**config.mk**
```make
export PLATFORM = sky130hd
export DESIGN_NAME = id_stage
export DESIGN_NICKNAME = d
export VERILOG_FILES = /design/src/rtl/id_stage.sv
export SDC_FILE = /design/constraint.sdc
export NUM_CORES = 2
export LEC_CHECK = 0
export ABC_AREA = 0
export CAP_MARGIN = 20
export CORE_ASPECT_RATIO = 1.75
export CORE_MARGIN = 8
export CORE_UTILIZATION = 30
export CTS_CLUSTER_DIAMETER = 150
export DETAILED_ROUTE_END_ITERATION = 8
export GPL_ROUTABILITY_DRIVEN = 0
export PLACE_DENSITY = 0.49
export SLEW_MARGIN = 20
export SYNTH_ARGS = -nofsm -noshare
export SYNTH_HDL_FRONTEND = slang
export SYNTH_SLANG_ARGS = --single-unit
```
**constraint.sdc**
```tcl
create_clock -name clk -period 2.2 [get_ports clk]
set_input_delay 0.44 -clock clk [delete_from_list [all_inputs] [get_ports clk]]
set_output_delay 0.44 -clock clk [all_outputs]
set_load 0.05 [all_outputs]
```
**src/rtl/id_stage.sv**
```systemverilog
// Decode stage: register file, field/immediate extraction, ID/EX register.
// Define ID_WB_BYPASS_EN to forward same-edge write-back into the operands.
module id_stage #(
   parameter int WIDTH = 32,
   parameter int NREGS = 32
) (
   input  logic             clk,
   input  logic             reset,
   input  logic [31:0]      inst,
   input  logic [WIDTH-1:0] pc,
   input  logic             inst_valid,
   input  logic             stall,
   input  logic             flush,
   input  logic             wb_we,
   input  logic [4:0]       wb_rd,
   input  logic [WIDTH-1:0] wb_data,
   output logic             id_valid,
   output logic [WIDTH-1:0] id_pc,
   output logic [WIDTH-1:0] rs1_data,
   output logic [WIDTH-1:0] rs2_data,
   output logic [WIDTH-1:0] imm,
   output logic [4:0]       rd,
   output logic [4:0]       rs1,
   output logic [4:0]       rs2,
   output logic [6:0]       opcode,
   output logic [2:0]       funct3,
   output logic             funct7b5
);

   logic [WIDTH-1:0] regs [NREGS];
   logic [6:0]       op_w;
   logic [4:0]       rs1_a;
   logic [4:0]       rs2_a;
   logic             wr_en;
   logic [WIDTH-1:0] rf1;
   logic [WIDTH-1:0] rf2;
   logic [WIDTH-1:0] op1;
   logic [WIDTH-1:0] op2;
   logic [31:0]      imm32;
   logic [WIDTH-1:0] imm_ext;
   logic             is_i;
   logic             is_s;
   logic             is_b;
   logic             is_u;
   logic             is_j;

   assign op_w  = inst[6:0];
   assign rs1_a = inst[19:15];
   assign rs2_a = inst[24:20];
   assign wr_en = wb_we && (wb_rd != 5'd0);

   always_ff @(posedge clk or negedge reset) begin
      if (!reset) begin
         for (int i = 0; i < NREGS; i++) regs[i] <= '0;
      end else if (wr_en) begin
         regs[wb_rd] <= wb_data;
      end
   end

   assign rf1 = (rs1_a == 5'd0) ? '0 : regs[rs1_a];
   assign rf2 = (rs2_a == 5'd0) ? '0 : regs[rs2_a];

`ifdef ID_WB_BYPASS_EN
   assign op1 = (wr_en && wb_rd == rs1_a) ? wb_data : rf1;
   assign op2 = (wr_en && wb_rd == rs2_a) ? wb_data : rf2;
`else
   assign op1 = rf1;
   assign op2 = rf2;
`endif

   assign is_i = (op_w == 7'b0000011) || (op_w == 7'b0010011) ||
                 (op_w == 7'b1100111);
   assign is_s = (op_w == 7'b0100011);
   assign is_b = (op_w == 7'b1100011);
   assign is_u = (op_w == 7'b0110111) || (op_w == 7'b0010111);
   assign is_j = (op_w == 7'b1101111);

   always_comb begin
      imm32 = '0;
      unique case (1'b1)
         is_i: imm32 = {{20{inst[31]}}, inst[31:20]};
         is_s: imm32 = {{20{inst[31]}}, inst[31:25], inst[11:7]};
         is_b: imm32 = {{19{inst[31]}}, inst[31], inst[7],
                        inst[30:25], inst[11:8], 1'b0};
         is_u: imm32 = {inst[31:12], 12'b0};
         is_j: imm32 = {{11{inst[31]}}, inst[31], inst[19:12],
                        inst[20], inst[30:21], 1'b0};
         default: imm32 = '0;
      endcase
   end

   assign imm_ext = WIDTH'($signed(imm32));

   always_ff @(posedge clk or negedge reset) begin
      if (!reset) begin
         id_valid <= 1'b0;
         id_pc    <= '0;
         rs1_data <= '0;
         rs2_data <= '0;
         imm      <= '0;
         rd       <= '0;
         rs1      <= '0;
         rs2      <= '0;
         opcode   <= '0;
         funct3   <= '0;
         funct7b5 <= 1'b0;
      end else if (flush) begin
         id_valid <= 1'b0;
      end else if (stall) begin
`ifdef ID_WB_BYPASS_EN
         // held operands must not go stale while waiting
         if (wr_en && wb_rd == rs1) rs1_data <= wb_data;
         if (wr_en && wb_rd == rs2) rs2_data <= wb_data;
`endif
      end else begin
         id_valid <= inst_valid;
         id_pc    <= pc;
         rs1_data <= op1;
         rs2_data <= op2;
         imm      <= imm_ext;
         rd       <= inst[11:7];
         rs1      <= rs1_a;
         rs2      <= rs2_a;
         opcode   <= op_w;
         funct3   <= inst[14:12];
         funct7b5 <= inst[30];
      end
   end

endmodule

```
Word level (Yosys, flattened, before mapping)
Index checks and enable logic that the tools add are counted.
- mux-type cells: 14
- reduce and logical (&&, ||, !) cells: 9
- $lt $le $gt $ge: 4
- bitwise logic cells: 5
- equal/unequal tests: 9
- operator list (kind ; number):
    1024-bit bitwise mux ; 1
    32-bit binary-select mux with 5-bit select ; 2
    32-bit 2-to-1 mux ; 7
    32-bit demux with 5-bit select ; 1
    32-bit case mux with 5 select lines ; 1
    7-bit == test (second input constant) ; 3
    6-bit greater-or-equal comparator (second input constant) ; 3
    5-bit NOT with 6-bit output ; 3
    7-bit by 5-bit == test with 1-bit output (second input constant) ; 2
    7-bit by 6-bit == test with 1-bit output (second input constant) ; 2
    5-bit logical NOT ; 2
    7-bit by 2-bit == test with 1-bit output (second input constant) ; 1
    6-bit by 1-bit < comparator with 1-bit output (second input constant) ; 1
    5-bit nonzero test ; 1
    1-bit logical OR ; 3
    1-bit logical AND ; 2
    1-bit 2-to-1 mux ; 2
    2-bit by 1-bit inequality test with 1-bit output (second input constant) ; 1
    1-bit NOT ; 2
    2-bit AND reduction ; 1
- word-level logic and storage cells: 84
- register bits after elaboration: 1179

Longest topological paths before layout
- depth after elaboration: 6
- depth in mapped cells: 9
- mapped depth without buffers: 5

Least setup slack after synthesis
OpenSTA, ideal clock, no wires.
- path type: input to register
- start point: in inst[17]
- end point: reg rs1_data[14]
- data arrival time: 1.965 ns
- required time: 2.050 ns
- setup time: 0.150 ns
- stages on the path: 7
- buffers on the path: 3
- path slack: 0.085 ns
- path through: buf_2 -> buf_4 -> clkbuf_1 -> mux4_2 -> mux2_2 -> a221oi_1 -> a221oi_1
- longest elaborated chain between the ends: 5
- elaborated cells on any way between the ends: 6
- ends and longest elaborated chain (item ; line ; text):
    from (decl) ; 9 ; input logic [31:0] inst,
    5-bit NOT with 6-bit output (not written as such) ; 60 ; assign rf1 = (rs1_a == 5'd0) ? '0 : regs[rs1_a];
    32-bit binary-select mux with 5-bit select ; 60 ;
    32-bit 2-to-1 mux (not written as such) (2 in a row) ; 60 ;
    32-bit 2-to-1 mux * ; 60 ;
    to (signal assigned) ; 118 ; rs1_data <= op1;
    to (decl) ; 19 ; output logic [WIDTH-1:0] rs1_data,
Mark *: on every way between the ends. The rest lies on a longest branch, timed or not. The select of a mux whose other input is x is not followed.
A chain may end at the register's enable or synchronous reset.

Final worst setup path
- start point: reg imm[18]
- end point: out imm[18]
- RTL lines (item ; line ; text):
    from (decl) ; 21 ; output logic [WIDTH-1:0] imm,
    from (signal assigned) ; 120 ; imm <= imm_ext;
No word-level cell between the ends.

==> summary.md <==
| Metric | Value |
|---|---|
| Final hold violations | `0` |
| Power per cell area | `853 nW/um^2` |
| Required @ worst endpoint | `1.76 ns` |
| Max cap viols | `0` |
| Worst path bufs/invs | `1` |
| Syn Inst Count | `4520` |
| Synth Area in Simple Gates | `3.74%` |
| RSZ-0062 raised after global routing | `no` |
| Worst Skew | `0.0305 ns` |
| Worst path max stage delay | `0.56 ns` |
| Initial DRC count | `3220` |
| WL per Instance | `32.0 um` |
| DP HPWL | `175000 um` |
| Outcome | `completed` |
| CP max FO | `2` |
| Area growth syn-to-layout | `23.7%` |
| Layout cell share with drive strength beyond 1 | `44.8%` |
| Post-layout util | `37.3%` |
| Met2 usage | `38.0%` |
| Number of buffers created by CTS | `117` |
| Syn Std Cell Area | `61200 sq um` |
| Share of the synthesized area in the top cell type | `48.2%` |
| Initial antenna violation count | `10` |
| Vias per cell | `5.60` |
| Worst setup EP type | `output port` |
| Top post-synthesis cells by area | `dfrtp_1 (48%), mux2_2 (20%), mux4_2 (11%)` |
| Setup TNS | `0 ns` |
| Main flop type after synthesis | `dfrtp_1` |
| Hold_ws | `0.162 ns` |
| CP startpoint kind | `flop` |
| First-pass GRT wire length | `351000 um` |
| H-tree Lvls | `3` |
| Area leader, netlist | `dfrtp_1` |
| Compound-gate portion of the synthesized area | `6.53%` |
| R2r worst-path depth | `6` |
| DRC viols | `0` |
| Fillers | `19400` |
| Clk buf depth | `3` |
| Largest net degree at the start of global routing | `100` |
| Syn Area/Cell | `13.5 sq um` |
| Routing usage on met1 | `26.9%` |
| Vias post-DR | `43300` |
| Top Family by Delay on Critical Path | `buffers and inverters` |
| Worst slew pin tran | `0.921 ns` |
| Synth cell types | `58` |
| Io pins | `262` |
| XOR/XNOR Fraction of Synth Area | `0%` |
| Largest family of logic cells by synthesized area | `multiplexers` |
| Chip Width | `357 um` |
| CP Data Arrival Time | `1.68 ns` |
| Count leader, synth | `dfrtp_1` |
| Overflow after GRT | `0` |
| Yosys reg bits | `1179` |
| CTS tree | `built` |
| Mux cell area share after synthesis | `37.7%` |
| VDD IR max | `0.626 mV` |
| Number of nets still failing antenna checks after routing | `0` |
| Nets | `5085` |
| Commonest cells post-synth | `dfrtp_1 (1179), mux2_2 (1078), mux2i_1 (418), nand2_1 (325), mux4_2 (297)` |
| Final WL | `247000 um` |
| Port-buffer cells | `261` |
| Synthesis Warnings | `0` |
| Setup bufs post-CTS | `0` |
| Synth Net Count | `4627` |
| Site Rows | `219` |
| Root Buffer | `clkbuf_16` |
| Pins Over Slew Limit | `0` |
| Endpoints failing setup | `0` |
| Tmin final | `2.12 ns` |
| CP Class | `flop to output port` |
| Seq/Total Area, Yosys | `48.2%` |
| DRT Pass-1 Iters | `6` |
| GRT Total Usage | `22.1%` |
| Worst path slowest cell | `dlygate4sd2_1` |
| Initial Util | `30.1%` |
| Worst-Skew Late Latency | `0.77 ns` |
| Async set-reset flop share out of synthesis | `100%` |
| Period Utilization, post-route | `96.3%` |
| Vias in the first global route | `45700` |
| CORE AREA | `203000 sq um` |
| Crit-path cells | `dlygate4sd2_1` |
| Hold Crit Class | `input port to async pin` |
| Die Ht | `613 um` |
| Gr busiest metal | `met2` |
| Die Area | `219000 sq um` |
| Pleak | `0.0337 uW` |
| Post-synthesis adder-cell area fraction | `0%` |
| Clk slew on worst S/H paths | `0.06 ns` |
| Max_slew headroom | `38.6%` |
| Met3 usage | `3.23%` |
| Fmax achieved | `0.472 GHz` |
| Sink Count | `1179` |
| EDFF count, synth | `0` |
| Crit path depth | `1` |
[where the power goes]
group | switching (uW) | internal, uW
combinational | 6670 | 7430
clock | 9470 | 12300
sequential | 3120 | 25500
total | 19300 | 45300
[layer usage]
| layer | share of wire, % | up-vias |
|---|---|---|
| met3 | 5.1 | 501 |
| met2 | 49 | 1517 |
| met5 | 0.0053 | - |
| met4 | 5.8 | 2 |
| met1 | 40 | 23200 |
| li1 | - | 18000 |
[kinds of logic (layout without fill, tap and decap cells)]
group	after synthesis	after routing
AOI/OAI and AO/OA	537	537
buffers and inverters	493	1047
DFF	1179	1179
muxes	1800	1800
other	0	7
and+or+nand+nor	511	511
[registers in the layout (all words and copies together) (netlist names)]
register	cells
id_pc	32
id_valid	1
funct7b5	1
rd	5
rs2_data	32
rs2	5
imm	32
opcode	7
funct3	3
rs1	5
rs1_data	32
regs	1024
[what timing repair did]
| item | 4_1_cts | 5_1_grt |
|---|---|---|
| hold buffers | 1 | 0 |
| endpoints found under the setup margin | 95 | 2 |
| hold endpoints to repair | 262 | 0 |
| cloned | 0 | 0 |
| resized for setup | 105 | 2 |
[final timing paths]
kind | endpoint | slack (ns) | from
hold / removal | regs[9] | 0.16 | reset
setup / recovery | imm[18] | 0.08 | imm[18]
setup reg to reg | rs1_data[17] | 0.17 | regs[657]
max in group asynchronous | regs[365] | 1.04 | reset
min in group clk | id_pc[12] | 0.22 | pc[12]
hold reg to reg | regs[992] | 0.40 | regs[992]
[cell usage in the layout (no fill, tap or decap), types with 95 or more instances in the layout]
| cell type | instances |
|---|---|
| nand2_1 | 313 |
| buf_12 | 195 |
| clkbuf_16 | 120 |
| dfrtp_1 | 1179 |
| mux2_2 | 1078 |
| mux4_2 | 297 |
| clkdlybuf4s50_1 | 95 |
| a221oi_1 | 178 |
| mux2i_1 | 418 |
| buf_4 | 438 |
[worst reg2reg max path, cell delays in order (launching register included)]
cell	delay, ns
dfrtp_1	0.39
mux4_2	0.47
mux2i_1	0.14
buf_4	0.12
nor2_1	0.04
a2111oi_0	0.58
nor4_1	0.15
[stage by stage]
step                      power (uW)  cell area, sq um  std cells  worst slack, ns
after CTS                      65200             75700       7726           0.0230
after floorplan                37300             61200       4520           0.0850
after global placement         42900             71700       7510           -0.503
after global routing           67200             75700       7728          0.00554
after detailed placement       43300             71700       7510           -0.484
final                          64600             75700       7733           0.0818
[area by class of cell]
cell class | count | area (sq um) | area share (%)
clock inverter | 45 | 593 | 0.784
clock buffer | 170 | 3500 | 4.63
tap | 2652 | 3320 | 4.38
inverter | 3 | 11.3 | 0.0149
sequential | 1179 | 29500 | 39.0
timing repair buffer | 829 | 9070 | 12.0
antenna | 7 | 17.5 | 0.0231
multi-input combinational | 2848 | 29700 | 39.2
No activity file was read; power rests on OpenSTA's default activity.
